### src/rtl/rom_if_pkg.sv
// Shared definitions for the one-hot-addressed ROM reader.
//   ROM_DEPTH / ROM_DATA_W : default ROM geometry
//   scan_state_t           : scan FSM state encoding
//   onehot()               : index -> one-hot address vector
package rom_if_pkg;

   localparam int unsigned ROM_DEPTH  = 8;
   localparam int unsigned ROM_DATA_W = 8;
   localparam int unsigned ROM_IDX_W  = $clog2(ROM_DEPTH);

   typedef enum logic [2:0] {
      IDLE  = 3'd0,
      ISSUE = 3'd1,
      WAIT  = 3'd2,
      OUT   = 3'd3,
      DONE  = 3'd4
   } scan_state_t;

   // One-hot address for a ROM word index
   function automatic logic [ROM_DEPTH-1:0] onehot(input logic [ROM_IDX_W-1:0] idx);
      onehot = ROM_DEPTH'(1) << idx;
   endfunction

endpackage

### src/rtl/rom_scan_reader_if.sv
// ROM read port plus the captured-word valid/ready stream.
//   rom_enable, rom_address, rom_data : ROM controller side
//   out_data, out_idx, out_valid, out_ready : downstream stream
// master = the scan reader, slave = ROM model / consumer.
interface rom_scan_reader_if
   import rom_if_pkg::*;
#(
   parameter int unsigned DEPTH  = ROM_DEPTH,
   parameter int unsigned DATA_W = ROM_DATA_W,
   parameter int unsigned IDX_W  = $clog2(DEPTH)
);

   logic              rom_enable;
   logic [DEPTH-1:0]  rom_address;
   logic [DATA_W-1:0] rom_data;
   logic [DATA_W-1:0] out_data;
   logic [IDX_W-1:0]  out_idx;
   logic              out_valid;
   logic              out_ready;

   modport master (
      output rom_enable,
      output rom_address,
      input  rom_data,
      output out_data,
      output out_idx,
      output out_valid,
      input  out_ready
   );

   modport slave (
      input  rom_enable,
      input  rom_address,
      output rom_data,
      input  out_data,
      input  out_idx,
      input  out_valid,
      output out_ready
   );

endinterface

### src/rtl/rom_scan_reader.sv
// Scans every ROM word 0..DEPTH-1 on a start pulse: issues a one-hot read,
// waits RD_LAT clocks, captures the word and offers it on a valid/ready
// stream while keeping a running checksum of accepted words.
// Ports:
//   clk, rst_n : clock, asynchronous active-low reset
//   start      : one-cycle scan request, dropped unless idle
//   bus        : ROM read port and output stream (master side)
//   busy       : scan in progress (ISSUE/WAIT/OUT)
//   done       : one-cycle pulse after the last word is accepted
//   checksum   : sum mod 2^DATA_W of words accepted in this scan
module rom_scan_reader
   import rom_if_pkg::*;
#(
   parameter int unsigned DEPTH  = ROM_DEPTH,
   parameter int unsigned DATA_W = ROM_DATA_W,
   parameter int unsigned RD_LAT = 1
) (
   input  logic              clk,
   input  logic              rst_n,
   input  logic              start,
   rom_scan_reader_if.master bus,
   output logic              busy,
   output logic              done,
   output logic [DATA_W-1:0] checksum
);

   localparam int unsigned IDX_W = $clog2(DEPTH);
   // lat_cnt only has to hold RD_LAT-1
   localparam int unsigned LAT_W = (RD_LAT > 1) ? $clog2(RD_LAT) : 1;
   localparam logic [IDX_W-1:0] LAST_IDX = IDX_W'(DEPTH - 1);

   scan_state_t       state, state_d;
   logic [IDX_W-1:0]  idx, idx_d;
   logic [LAT_W-1:0]  lat_cnt, lat_cnt_d;

   logic              rom_enable_q, rom_enable_d;
   logic [DEPTH-1:0]  rom_address_q, rom_address_d;
   logic              out_valid_q, out_valid_d;
   logic [DATA_W-1:0] out_data_q, out_data_d;
   logic [IDX_W-1:0]  out_idx_q, out_idx_d;
   logic              busy_q, busy_d;
   logic              done_q, done_d;
   logic [DATA_W-1:0] checksum_q, checksum_d;

   // State and registered outputs
   always_ff @(posedge clk or negedge rst_n) begin
      if (!rst_n) begin
         state         <= IDLE;
         idx           <= '0;
         lat_cnt       <= '0;
         rom_enable_q  <= 1'b0;
         rom_address_q <= '0;
         out_valid_q   <= 1'b0;
         out_data_q    <= '0;
         out_idx_q     <= '0;
         busy_q        <= 1'b0;
         done_q        <= 1'b0;
         checksum_q    <= '0;
      end else begin
         state         <= state_d;
         idx           <= idx_d;
         lat_cnt       <= lat_cnt_d;
         rom_enable_q  <= rom_enable_d;
         rom_address_q <= rom_address_d;
         out_valid_q   <= out_valid_d;
         out_data_q    <= out_data_d;
         out_idx_q     <= out_idx_d;
         busy_q        <= busy_d;
         done_q        <= done_d;
         checksum_q    <= checksum_d;
      end
   end

   // Next state; outputs are decoded from the next state so they register
   // into place in the same cycle the FSM enters that state.
   always_comb begin
      state_d    = state;
      idx_d      = idx;
      lat_cnt_d  = lat_cnt;
      out_data_d = out_data_q;
      out_idx_d  = out_idx_q;
      checksum_d = checksum_q;

      case (state)
         IDLE: begin
            if (start) begin
               state_d    = ISSUE;
               idx_d      = '0;
               checksum_d = '0;
            end
         end
         ISSUE: begin
            state_d   = WAIT;
            lat_cnt_d = LAT_W'(RD_LAT - 1);
         end
         WAIT: begin
            if (lat_cnt == '0) begin
               out_data_d = bus.rom_data;
               out_idx_d  = idx;
               state_d    = OUT;
            end else begin
               lat_cnt_d = lat_cnt - LAT_W'(1);
            end
         end
         OUT: begin
            // out_valid is always high here, so out_ready alone is the handshake
            if (bus.out_ready) begin
               checksum_d = checksum_q + out_data_q;
               if (idx == LAST_IDX) begin
                  state_d = DONE;
               end else begin
                  idx_d   = idx + IDX_W'(1);
                  state_d = ISSUE;
               end
            end
         end
         DONE: begin
            state_d = IDLE;
         end
         default: begin
            state_d = IDLE;
         end
      endcase

      rom_enable_d  = (state_d == ISSUE) || (state_d == WAIT);
      rom_address_d = rom_enable_d ? (DEPTH'(1) << idx_d) : '0;
      out_valid_d   = (state_d == OUT);
      busy_d        = rom_enable_d || out_valid_d;
      done_d        = (state_d == DONE);
   end

   assign bus.rom_enable  = rom_enable_q;
   assign bus.rom_address = rom_address_q;
   assign bus.out_valid   = out_valid_q;
   assign bus.out_data    = out_data_q;
   assign bus.out_idx     = out_idx_q;
   assign busy            = busy_q;
   assign done            = done_q;
   assign checksum        = checksum_q;

   // Structural invariants of the read port and stream
   a_addr_onehot: assert property (@(posedge clk) disable iff (!rst_n)
      rom_enable_q |-> $onehot(rom_address_q));

   a_valid_in_out: assert property (@(posedge clk) disable iff (!rst_n)
      out_valid_q |-> (state == OUT));

   a_no_read_while_valid: assert property (@(posedge clk) disable iff (!rst_n)
      !(out_valid_q && rom_enable_q));

   a_stall_hold: assert property (@(posedge clk) disable iff (!rst_n)
      (out_valid_q && !bus.out_ready) |=>
         (out_valid_q && $stable(out_data_q) && $stable(out_idx_q)));

endmodule
### src/flat_wrapper.sv
// flat-port wrapper written by rule: the top's interface ports become plain ports
module rom_scan_reader_flat import rom_if_pkg::*;
#(
   parameter int unsigned DEPTH  = ROM_DEPTH,
   parameter int unsigned DATA_W = ROM_DATA_W,
   parameter int unsigned RD_LAT = 1
)
  (clk, rst_n, start, busy, done, checksum, bus_rom_enable, bus_rom_address, bus_rom_data, bus_out_data, bus_out_idx, bus_out_valid, bus_out_ready);
  rom_scan_reader_if #(.DEPTH(DEPTH), .DATA_W(DATA_W)) bus_i ();
  input  logic clk;
  input  logic rst_n;
  input  logic start;
  output logic busy;
  output logic done;
  output logic [DATA_W-1:0] checksum;
  output wire logic [$bits(bus_i.rom_enable)-1:0] bus_rom_enable;
  output wire logic [$bits(bus_i.rom_address)-1:0] bus_rom_address;
  input wire logic [$bits(bus_i.rom_data)-1:0] bus_rom_data;
  output wire logic [$bits(bus_i.out_data)-1:0] bus_out_data;
  output wire logic [$bits(bus_i.out_idx)-1:0] bus_out_idx;
  output wire logic [$bits(bus_i.out_valid)-1:0] bus_out_valid;
  input wire logic [$bits(bus_i.out_ready)-1:0] bus_out_ready;
  assign bus_rom_enable = bus_i.rom_enable;
  assign bus_rom_address = bus_i.rom_address;
  assign bus_i.rom_data = bus_rom_data;
  assign bus_out_data = bus_i.out_data;
  assign bus_out_idx = bus_i.out_idx;
  assign bus_out_valid = bus_i.out_valid;
  assign bus_i.out_ready = bus_out_ready;
  rom_scan_reader #(.DEPTH(DEPTH), .DATA_W(DATA_W), .RD_LAT(RD_LAT)) u_core (.clk(clk), .rst_n(rst_n), .start(start), .bus(bus_i), .busy(busy), .done(done), .checksum(checksum));
endmodule
### config.mk
export PLATFORM = sky130hd
export DESIGN_NAME = rom_scan_reader_flat
export DESIGN_NICKNAME = d
export VERILOG_FILES = /design/src/rtl/rom_if_pkg.sv /design/src/rtl/rom_scan_reader_if.sv /design/src/rtl/rom_scan_reader.sv /design/src/flat_wrapper.sv
export SDC_FILE = /design/constraint.sdc
export NUM_CORES = 1
export LEC_CHECK = 0
export BUFFER_PORTS_ARGS = -buffer_cell sky130_fd_sc_hd__buf_2
export CORE_MARGIN = 3
export CORE_UTILIZATION = 56
export CTS_CLUSTER_DIAMETER = 100
export DETAILED_ROUTE_END_ITERATION = 6
export PLACE_DENSITY_LB_ADDON = 0.15
export SYNTH_ARGS = -nofsm -noshare
export SYNTH_HDL_FRONTEND = slang
export SYNTH_SLANG_ARGS = --single-unit
export TNS_END_PERCENT = 10
### constraint.sdc
create_clock -name clk -period 2.8 [get_ports clk]
set_input_delay 0.42 -clock clk [delete_from_list [all_inputs] [get_ports clk]]
set_output_delay 0.42 -clock clk [all_outputs]
set_load 0.01 [all_outputs]
After elaboration in Yosys (flattened, before gate mapping)
Index checks and enable logic that the tools add are counted.
W data, S select, Z words.

cells by class
  multipliers = 0
  divide/modulo/power cells = 0
  order comparisons = 0
  eq/ne operators = 10
  bitwise gates (word level) = 1
  muxes and demuxes = 15
  reduce and logical (&&, ||, !) cells = 7
  add/subtract/negate cells = 3
  shift-type cells = 1

operator list
  operator               count
  $mux W8                3
  $mux W3                7
  $pmux W8 S2            1
  $eq A3 B2 Y1 const B   4
  $pmux W3 S4            1
  $add A8 B8 Y8          1
  $shl A1 B3 Y8 const A  1
  $eq A3 B1 Y1 const B   2
  $eq A3 B3 Y1 const B   2
  $pmux W3 S2            1
  $ne A2 B2 Y1 const B   2
  $reduce_bool A2 Y1     2
  $add A3 B1 Y3 const B  1
  $logic_not A3 Y1       1
  $reduce_and A3 Y1      1
  $logic_or A1 B1 Y1     2
  $pmux W1 S2            1
  $reduce_and A2 Y1      1
  $mux W1                1
  $not A1 Y1             1
  $sub A1 B1 Y1 const B  1

word-level totals
  logic and storage cells = 48
  output and inout port bits = 31
  register bits after elaboration = 38
  bits in latches = 0
  bits in read-only memories = 0
  bits of input ports = 12
  RAM bits = 0
  memories = 0

Longest topological paths before layout
Gate-level depths: netlist of run 1.

  depth in word-level cells = 7
  mapped depth = 8
  mapped depth without buffers = 7

Worst setup path before layout of run 1
Ideal clock, no wire load.

  path kind = flip-flop to flip-flop
  start point = register u_core.out_data_q[2], in the netlist u_core.bus.out_data[2]
  end point = register u_core.checksum_q[7], in the netlist u_core.checksum[7]
  arrival = 1,734 ps
  slack = 979 ps
  buffers on the path = 0
  stages on the path, launching flop included = 7
  period minus slack after synthesis = 1,821 ps
  cells stage by stage = dfrtp_1 -> ha_1 -> a21oi_1 -> a211oi_1 -> or3_1 -> and2_1 -> o211ai_1

between the ends
  word-level cells in the longest chain between the ends = 3

ends and longest elaborated chain
  element                 RTL line                RTL
  from (decl)             rom_scan_reader.sv:39   logic [DATA_W-1:0] out_data_q, out_data_d;
  from (signal assigned)  rom_scan_reader.sv:66   out_data_q <= out_data_d;
  $add A8 B8 Y8           rom_scan_reader.sv:108  checksum_d = checksum_q + out_data_q;
  $mux W8                 rom_scan_reader.sv:107  if (bus.out_ready) begin
  $pmux W8 S2             rom_scan_reader.sv:84   case (state)
  to (signal assigned)    rom_scan_reader.sv:70   checksum_q <= checksum_d;
  to (decl)               rom_scan_reader.sv:43   logic [DATA_W-1:0] checksum_q, checksum_d;

No other way between the ends. The select of a mux whose other input is x is not followed.
A chain may end at the register's enable or synchronous reset.

Worst setup path in the final report of run 1
  start point = register u_core.state[2]
  end point = register u_core.rom_address_q[2], in the netlist u_core.bus.rom_address[2]

RTL lines
  element                                           RTL line                RTL
  from (decl)                                       rom_scan_reader.sv:32   scan_state_t state, state_d;
  from (signal assigned)                            rom_scan_reader.sv:60   state <= state_d;
  $eq A3 B2 Y1 or $logic_not A3 Y1 (tied branches)  rom_scan_reader.sv:84
  $pmux W3 S2 *                                     rom_scan_reader.sv:84
  via u_core.idx_d[0]                               rom_scan_reader.sv:33   logic [IDX_W-1:0] idx, idx_d;
  $shl A1 B3 Y8 *                                   rom_scan_reader.sv:126  rom_address_d = rom_enable_d ? (DEPTH'(1) << idx_d) : '0;
  $mux W8 *                                         rom_scan_reader.sv:126
  via u_core.rom_address_d[2]                       rom_scan_reader.sv:37   logic [DEPTH-1:0] rom_address_q, rom_address_d;
  to (signal assigned)                              rom_scan_reader.sv:64   rom_address_q <= rom_address_d;
  to (decl)                                         rom_scan_reader.sv:37

Mark *: on every way through the listed nets, which the timed path passes. The rest lies on a longest branch.

==> run_results.csv, run 1 <==
group,metric,value,unit
detailed_routing,dr_total_vias,1296,
synthesis,synth_edf_count,0,
critical_path,crit_required,3060,ps
synthesis,yosysWarningCount,0,
final_layout,nets,217,
clock_network,clk_pin_slew,110,ps
place,portBuffers,42,
synthesis,synth_cell_types,39,
detailed_routing,finalWirelength,3590,µm
grt,grt_max_degree,38,
synthesis,syn_area,0.00172,mm²
critical_path,path_class,"reg2reg",
grt,grt_pass1_vias,1282,
status,run_status,"complete, no violations",
sta,fin_crit_sh,75.8,%
sta,finClkSkew,13.3,ps
synthesis,synth_seq_cells,37,
grt,grt_pass1_wl,5880,µm
synthesis,yosys.area.top_type_share,53.8,%
pwr,p_per_area,1270,mW/mm²
floorplan,fp.dieW,61.4,µm
synthesis,syn_area_per_cell,11.6,µm²
clock_network,ctsResizeCount,0,
clock_network,cts_buffer_depth,2,
detailed_routing,first_pass_iters,4,
final_layout,stdcell_count,228,
sta,drv_slew,0,
pwr,power.leakage,1.03,nW
critical_path,critical_path_arrival,2380,ps
final_layout,area.growth.synth_to_final,17.4,%
place,gp_congestion,0.842,
floorplan,die_area,0.00378,mm²
synthesis,yosys-top-cells-count,"dfrtp_1 (37), nor2_1 (17), nand2_1 (15), mux2_1 (11)",
synthesis,syn_nets,170,
place,dp_hpwl,2590,µm
sta,max_freq,471,MHz
sta,period_minus_slack,2120,ps
worst_hold_path,hold_class,"in2async",
critical_path,crit_fanout,10,
clock_network,root_buffer,"clkbuf_4",
pwr,peakVddDrop,609,µV
sta,finalSetupViolCount,0,
clock_network,htreeDepth,2,
synthesis,yosysMostFrequentCell,"dfrtp_1",
detailed_routing,via_per_inst,5.68,
flow_run,cap_violations,0,
floorplan,io_pins,43,
clock_network,cts.sink_count,37,
detailed_routing,initialDrtViolationCount,68,
grt,track_usage,21.6,%
sta,relSlewSlack,44.3,%
grt,gr-total-overflow,0,
detailed_routing,ant_nets,0,
synthesis,synth_seq_area_share,53.8,%
floorplan,core,0.00285,mm²
clock_network,cts_tree,"built",
floorplan,start_util,60.4,%
synthesis,yosys.area.top_type,"dfrtp_1",
critical_path,reg2reg_depth,5,
critical_path,cp-start-kind,"flip-flop",
sta,worst_pin_slew,836,ps
clock_network,clk_latency,340,ps
clock_network,postCtsSetupBuffers,0,
synthesis,synthTopCellsByArea,"dfrtp_1 (54%), mux2_1 (7.2%), ha_1 (5.8%)",
sta,rsz0062_at_grt,"false",
clock_network,cts_buffers,5,
final_layout,final_area,0.00202,mm²
sta,final_hold_viol_count,0,
final_layout,n_antenna_cell,0,
final_layout,layout-drive-gt1-share,28.4,%
place,dpl-instance-area,0.00195,mm²
detailed_routing,route.detailed.drc,0,
floorplan,die_h,61.4,µm
synthesis,ys.flop_type,"dfrtp_1",
grt,antenna_found_initial,0,
sta,tns,0,ps
clock_network,hold_buffers,0,
place,dp.cells,220,
synthesis,synth-async-reset-ratio,100,%
detailed_routing,wl_per_cell,15.8,µm
floorplan,num_rows,19,
synthesis,postSynthCellCount,149,
critical_path,cp-end-kind,"flip-flop",
[where the power goes]
group | internal, mW | switching, mW | total, mW
sequential | 0.758 | 0.174 | 0.933
combinational | 0.593 | 0.719 | 1.31
clock | 0.146 | 0.167 | 0.312
total | 1.50 | 1.06 | 2.56
[stage by stage]
step           util (%)  hold WS (ps)  power [mW]  setup WS (ps)
6_report           70.8           175        2.56            679
5_1_grt            70.8           219        2.79            589
4_1_cts            70.8           185        2.57            695
3_5_place_dp       68.4           471        2.24            708
3_3_place_gp       68.4           466        2.19            790
2_1_floorplan         -           124        1.85            979
[cells in the final DEF (no fill, tap or decap), types with 2 or more instances in the layout]
| master | synthesis | routed |
|---|---|---|
| nor2_1 | 17 | 17 |
| mux2_1 | 11 | 11 |
| buf_2 | 1 | 42 |
| o21ai_0 | 3 | 3 |
| a21oi_1 | 8 | 8 |
| dfrtp_1 | 37 | 37 |
| inv_1 | 2 | 2 |
| a21o_1 | 4 | 4 |
| ha_1 | 8 | 8 |
| nand3_1 | 6 | 6 |
| clkbuf_4 | 0 | 5 |
| and2_1 | 2 | 2 |
| clkbuf_8 | 0 | 2 |
| xnor2_1 | 3 | 3 |
| o21ai_1 | 3 | 3 |
| nand2_1 | 15 | 15 |
| a22o_1 | 4 | 4 |
[critical path, stage by stage (launching register included)]
cell	delay, ps
dfrtp_1	470
and4b_1	540
a211oi_2	130
a31o_4	250
or4_4	530
nor2_1	130
[final timing paths]
check | end | slack, ps | startpoint
setup / recovery | u_core.bus.rom_address[2] | 680 | u_core.state[2]
hold / removal | u_core.checksum[5] | 180 | rst_n
setup reg to reg | u_core.bus.rom_address[2] | 680 | u_core.state[2]
hold reg to reg | u_core.bus.out_idx[1] | 490 | u_core.bus.out_idx[1]
max in group asynchronous | u_core.bus.out_idx[0] | 2100 | rst_n
min in group clk | u_core.bus.out_data[4] | 290 | bus_rom_data[4]
[cell type report]
cell class | instances | area (µm²)
Clock buffer | 7 | 65.1
Inverter | 3 | 11.3
Fill cell | 201 | 832
Tap cell | 31 | 38.8
Sequential cell | 37 | 926
Multi-Input combinational cell | 106 | 757
Clock inverter | 1 | 5.00
Timing Repair Buffer | 43 | 218
[registers in the layout, indices dropped and copies added (netlist names)]
signal / flops
u_core.bus.out_data: 8
u_core.bus.rom_address: 8
u_core.checksum: 8
u_core.bus.out_idx: 3
u_core.idx: 3
u_core.state: 3
u_core.bus.out_valid: 1
u_core.bus.rom_enable: 1
u_core.busy: 1
u_core.done: 1
[metal layers]
layer / global-route usage [%] / vias up / share of wire (%) / routed length (µm)
met4: 7.27 / 0 / 1.2 / 44
met3: 4.40 / 5 / 3.5 / 125
met1: 26.8 / 640 / 43 / 1540
met2: 37.5 / 30 / 52 / 1880
met5: 0 / - / 0 / 0
li1: - / 621 / - / -
[kinds of logic (layout without fill, tap and decap cells)]
group,count (synthesis),after routing,synth area share (%)
AO/OA/AOI/OAI,30,30,12.4
XOR/XNOR,4,4,2.04
adder cells (fa/ha/maj),9,9,6.98
buffers and inverters,6,54,2.25
flip-flops,37,37,53.8
multiplexers,11,11,7.19
AND/OR/NAND/NOR,52,52,15.3
Power figures use the tool's default switching activity.
==> run 2: changes to the inputs <==
--- a/config.mk
+++ b/config.mk
@@ -5,9 +5,10 @@
 export SDC_FILE = /design/constraint.sdc
 export NUM_CORES = 1
 export LEC_CHECK = 0
+export ABC_AREA = 1
 export BUFFER_PORTS_ARGS = -buffer_cell sky130_fd_sc_hd__buf_2
 export CORE_MARGIN = 3
-export CORE_UTILIZATION = 56
+export CORE_UTILIZATION = 53
 export CTS_CLUSTER_DIAMETER = 100
 export DETAILED_ROUTE_END_ITERATION = 6
 export PLACE_DENSITY_LB_ADDON = 0.15
==> constraint.sdc (replaced) <==
create_clock -name clk -period 2.1 [get_ports clk]
set_input_delay 0.315 -clock clk [delete_from_list [all_inputs] [get_ports clk]]
set_output_delay 0.315 -clock clk [all_outputs]
set_load 0.01 [all_outputs]
==> run_results.csv, run 2 <==
group,metric,value,unit
flow_run,cap_violations,0,
clock_network,ctsResizeCount,0,
synthesis,yosysWarningCount,0,
sta,setup_slack,486,ps
place,dpl-instance-area,0.00207,mm²
grt,grt_max_degree,38,
synthesis,yosys.area.top_type,"dfrtp_1",
sta,period_minus_slack,1610,ps
critical_path,critical_path_arrival,1860,ps
detailed_routing,first_pass_iters,4,
critical_path,r2r-start,"u_core.bus.out_data[0]",
critical_path,slowest_stage,"fa_1",
synthesis,yosys.area.top_type_share,51.0,%
final_layout,n_fill_cell,273,
detailed_routing,route.detailed.drc,0,
clock_network,hold_buffers,0,
clock_network,cts_buffer_depth,2,
critical_path,startpoint,"u_core.bus.out_data[0]",
clock_network,root_buffer,"clkbuf_4",
final_layout,postLayoutCoreUtil,68.8,%
place,portBuffers,42,
grt,antenna_found_initial,0,
clock_network,postCtsSetupBuffers,0,
final_layout,layout-drive-gt1-share,24.5,%
clock_network,clk_latency,340,ps
grt,grt_pass1_vias,1477,
pwr,peakVddDrop,863,µV
place,dp.cells,301,
clock_network,cts_buffers,5,
final_layout,stdcell_count,309,
clock_network,htreeDepth,2,
sta,hold_slack,48.5,ps
critical_path,path_class,"reg2reg",
place,dp_hpwl,2700,µm
worst_hold_path,hold_class,"in2async",
floorplan,core,0.00315,mm²
sta,max_freq,620,MHz
synthesis,syn_area_per_cell,8.41,µm²
critical_path,cp-end-kind,"flip-flop",
grt,gr-total-overflow,0,
clock_network,clk_pin_slew,110,ps
synthesis,synth-async-reset-ratio,100,%
sta,finalSetupViolCount,0,
status,run_status,"complete, no violations",
sta,fin_crit_sh,76.8,%
pwr,power.leakage,1.27,nW
critical_path,r2r_end,"u_core.checksum[4]",
final_layout,mostFrequentLayoutCell,"nand2_1",
critical_path,crit_chain,"ha_1, fa_1, a21oi_1, and2_1, o21ai_1",
critical_path,reg2reg_slack,490,ps
pwr,p_total,3.74,mW
grt,track_usage,19.5,%
synthesis,yosys-top-cells-count,"nand2_1 (76), dfrtp_1 (37), inv_1 (24), nand3_1 (19), nor2_1 (17)",
synthesis,synth_cell_types,26,
detailed_routing,ant_nets,0,
synthesis,syn_nets,237,
critical_path,max_stage_delay,440,ps
detailed_routing,finalWirelength,3590,µm
place,gp_congestion,0.807,
detailed_routing,wl_per_cell,11.6,µm
final_layout,final_area,0.00217,mm²
synthesis,postSynthCellCount,216,
place,pre_cts_slack,510,ps
synthesis,ys.flop_type,"dfrtp_1",
grt,grt_pass1_wl,6200,µm
sta,tns,0,ps
synthesis,yosysMostFrequentCell,"nand2_1",
floorplan,die_area,0.00417,mm²
final_layout,n_antenna_cell,0,
synthesis,syn_area,0.00182,mm²
sta,worst_pin_slew,808,ps
clock_network,cts.sink_count,37,
floorplan,start_util,57.6,%
sta,finClkSkew,3.95,ps
sta,relSlewSlack,46.1,%
floorplan,fp.dieW,64.5,µm
detailed_routing,via_per_inst,4.83,
final_layout,nets,285,
synthesis,synth_seq_area_share,51.0,%
detailed_routing,dr_total_vias,1492,
synthesis,synthTopCellsByArea,"dfrtp_1 (51%), nand2_1 (16%), ha_1 (5.5%)",
critical_path,crit_required,2340,ps
floorplan,die_h,64.5,µm
synthesis,synth_seq_cells,37,
final_layout,area.growth.synth_to_final,19.4,%
final_layout,final_cell_mix,"nand2_1 (76), buf_2 (42), dfrtp_1 (37)",
critical_path,cp-start-kind,"flip-flop",
pwr,p_per_area,1720,mW/mm²
detailed_routing,initialDrtViolationCount,69,
critical_path,reg2reg_depth,5,
sta,final_hold_viol_count,0,
critical_path,crit_fanout,3,
clock_network,cts_tree,"built",
floorplan,num_rows,20,
sta,rsz0062_at_grt,"false",
synthesis,synth_edf_count,0,
sta,drv_slew,0,
floorplan,io_pins,43,
==> run 2: worst max path at each step <==
| stage | depth (start not counted) | endpoint |
|---|---|---|
| 3_3_place_gp | 5 | u_core.checksum[4] |
| 6_report | 5 | u_core.checksum[4] |
| 5_1_grt | 5 | u_core.checksum[4] |
| 2_1_floorplan | 5 | u_core.checksum[4] |
| 4_1_cts | 5 | u_core.checksum[4] |
| 3_5_place_dp | 5 | u_core.checksum[4] |
==> run 2: per-layer routing <==
metal	global-route usage (%)	share of wire, %	up-vias
li1	-	-	770
met1	22.0	43	682
met2	33.8	50	33
met3	6.07	4.9	7
met4	8.44	1.9	0
met5	0	0	-
==> run 2: area by class of cell <==
class / instances / area, µm² / share of cell area [%]
multi-input combinational: 148 / 758 / 34.9
tap: 44 / 55.1 / 2.54
inverter: 29 / 110 / 5.07
clock buffer: 5 / 37.5 / 1.73
sequential: 37 / 926 / 42.7
clock inverter: 3 / 65.1 / 3.00
timing repair buffer: 43 / 218 / 10.0
==> run 2: kinds of logic (layout without fill, tap and decap cells) <==
family,Yosys count,in the layout,share of synthesized area (%)
AO/OA/AOI/OAI,14,14,4.89
AND/OR/NAND/NOR,123,123,29.3
flip-flops,37,37,51.0
XOR/XNOR,2,2,0.964
adder cells (fa/ha/maj),9,9,6.61
buffers and inverters,31,80,7.30
==> run 2: critical path, delay by kind of cell (launching register included) <==
family	cells	cell delay (ps)
fa+ha+maj	2	680
flops	1	420
compound gates	2	270
simple gates	1	150
==> run 2: report_power, final <==
group / leakage, nW / internal [mW] / switching (mW)
clock network: 0.0552 / 0.368 / 0.241
logic: 0.751 / 0.738 / 1.15
registers: 0.464 / 1.02 / 0.222
total: 1.27 / 2.12 / 1.61
==> run 3: changes to the inputs <==
--- a/config.mk
+++ b/config.mk
@@ -5,10 +5,10 @@
 export SDC_FILE = /design/constraint.sdc
 export NUM_CORES = 1
 export LEC_CHECK = 0
-export ABC_AREA = 1
+export ABC_AREA = 0
 export BUFFER_PORTS_ARGS = -buffer_cell sky130_fd_sc_hd__buf_2
 export CORE_MARGIN = 3
-export CORE_UTILIZATION = 53
+export CORE_UTILIZATION = 47
 export CTS_CLUSTER_DIAMETER = 100
 export DETAILED_ROUTE_END_ITERATION = 6
 export PLACE_DENSITY_LB_ADDON = 0.15
==> constraint.sdc (replaced) <==
create_clock -name clk -period 1.4 [get_ports clk]
set_input_delay 0.21 -clock clk [delete_from_list [all_inputs] [get_ports clk]]
set_output_delay 0.21 -clock clk [all_outputs]
set_load 0.01 [all_outputs]
==> run_results.csv, run 3 (same netlist as run 1, synthesis figures left out) <==
group,metric,value,unit
grt,grt-busiest-layer,"met2",
floorplan,core,0.00344,mm²
final_layout,n_fill_cell,223,
grt,grt.met3_usage,5.73,%
critical_path,crit_required,1570,ps
sta,drv_slew,0,
critical_path,crit_fanout,3,
detailed_routing,wl_per_cell,15.3,µm
detailed_routing,dr_total_vias,1498,
final_layout,postLayoutCoreUtil,75.6,%
sta,relSlewSlack,67.3,%
place,dpl-instance-area,0.00230,mm²
floorplan,num_rows,21,
clock_network,root_buffer,"clkbuf_8",
pwr,p_total,6.69,mW
grt,grt_use_met1,27.5,%
grt,antenna_found_initial,0,
grt,grt_pass1_wl,7550,µm
status,violations,"negative setup slack",
grt,gr-total-overflow,0,
sta,fin_crit_sh,127,%
floorplan,io_pins,43,
clock_network,cts.sink_count,37,
sta,setup_slack,-375,ps
pwr,p_per_area,2570,mW/mm²
flow_run,cap_violations,0,
pwr,power.leakage,1.29,nW
sta,max_freq,564,MHz
floorplan,die_h,66.5,µm
critical_path,reg2reg_depth,6,
status,run_status,"complete, but fails checks",
detailed_routing,via_per_inst,5.15,
grt,track_usage,22.9,%
critical_path,cp-start-kind,"flip-flop",
clock_network,clk_latency,280,ps
final_layout,final_cell_mix,"buf_2 (42), buf_4 (41), dfrtp_1 (33)",
place,gp_congestion,0.808,
floorplan,fp.dieW,66.5,µm
detailed_routing,first_pass_iters,4,
clock_network,cts_buffers,5,
critical_path,path_class,"reg2reg",
final_layout,final_area,0.00260,mm²
place,portBuffers,42,
detailed_routing,ant_nets,0,
final_layout,area.growth.synth_to_final,51.2,%
floorplan,start_util,50.0,%
sta,period_minus_slack,1770,ps
clock_network,cts_buffer_depth,2,
detailed_routing,finalWirelength,4450,µm
grt,grtUsageMet2,40.3,%
grt,grt_max_degree,24,
clock_network,clk_pin_slew,70,ps
critical_path,cp-end-kind,"flip-flop",
sta,finalSetupViolCount,29,
sta,worst_pin_slew,490,ps
sta,tns,-6380,ps
final_layout,layout-drive-gt1-share,53.1,%
final_layout,mostFrequentLayoutCell,"buf_2",
pwr,peakVddDrop,1410,µV
floorplan,die_area,0.00443,mm²
final_layout,nets,265,
place,dp_hpwl,3190,µm
critical_path,critical_path_arrival,1950,ps
sta,rsz0062_at_grt,"true",
final_layout,n_antenna_cell,0,
detailed_routing,initialDrtViolationCount,93,
sta,finClkSkew,4.36,ps
sta,final_hold_viol_count,0,
worst_hold_path,hold-path-cell-count,2,
clock_network,htreeDepth,2,
grt,grt_pass1_vias,1640,
clock_network,cts_tree,"built",
detailed_routing,route.detailed.drc,0,
worst_hold_path,hold_class,"in2reg",
-- run 3: cell types whose count changed in the layout (fill, tap and decap cells not counted), sizes merged, moves of 4 or more --
cell	before	now
a21o	0	4
nand3	21	6
mux2	0	11
buf	43	90
inv	28	3
nand2	77	15
-- run 3: final timing paths --
kind                            slack (ps)                     end                   start
worst min register to register         490   u_core.bus.out_idx[2]   u_core.bus.out_idx[2]
worst max register to register        -370      u_core.checksum[4]  u_core.bus.out_data[0]
worst min-delay path                   140  u_core.bus.out_data[5]         bus_rom_data[5]
max in group asynchronous              430      u_core.checksum[1]                   rst_n
worst max-delay path                  -370      u_core.checksum[4]  u_core.bus.out_data[0]
min in group asynchronous              420    u_core.bus.out_valid                   rst_n
-- run 3: power by group --
| group | switching, mW | internal, mW | total, mW |
|---|---|---|---|
| combinational | 1.91 | 2.19 | 4.10 |
| sequential | 0.348 | 1.53 | 1.88 |
| clock | 0.365 | 0.352 | 0.717 |
| total | 2.62 | 4.07 | 6.69 |
-- run 3: critical path, stage by stage (launching register included) --
cell and delay, ps:
dfrtp_1 400, ha_2 210, fa_2 340, a21o_1 170, a21o_1 200, xor2_1 150
a22o_1 190
-- run 3: routing by layer --
layer	part of all wire, %	vias to the layer above	wire length (µm)
met5	0	-	0
met4	0.76	0	34
met3	3.9	4	174
met2	52	41	2320
met1	43	738	1930
li1	-	715	-
-- run 3: metrics by stage --
stage | setup slack [ps] | std cells | hold WS [ps]
after global placement | -341 | 275 | 188
after floorplan | -346 | 149 | -85.6
after global routing | -480 | 291 | 138
final | -375 | 291 | 136
after detailed placement | -404 | 275 | 203
after CTS | -359 | 291 | 128
-- run 3: what timing repair did --
action                                 4_1_cts  5_1_grt
hold buffers                                 1        0
pin swaps                                   13        6
buffers inserted                             7        0
resized for setup                           31        7
setup endpoints to repair                   31       32
endpoints found under the hold margin       21        0
-- run 3: cell type report --
class | instances | area (µm²) | area share, %
clock buffers | 7 | 76.3 | 2.93
clock inverters | 1 | 7.51 | 0.288
inverters | 3 | 11.3 | 0.432
multi-input cells | 106 | 910 | 34.9
flip-flops and latches | 37 | 931 | 35.8
well taps | 46 | 57.6 | 2.21
repair buffers | 91 | 611 | 23.5
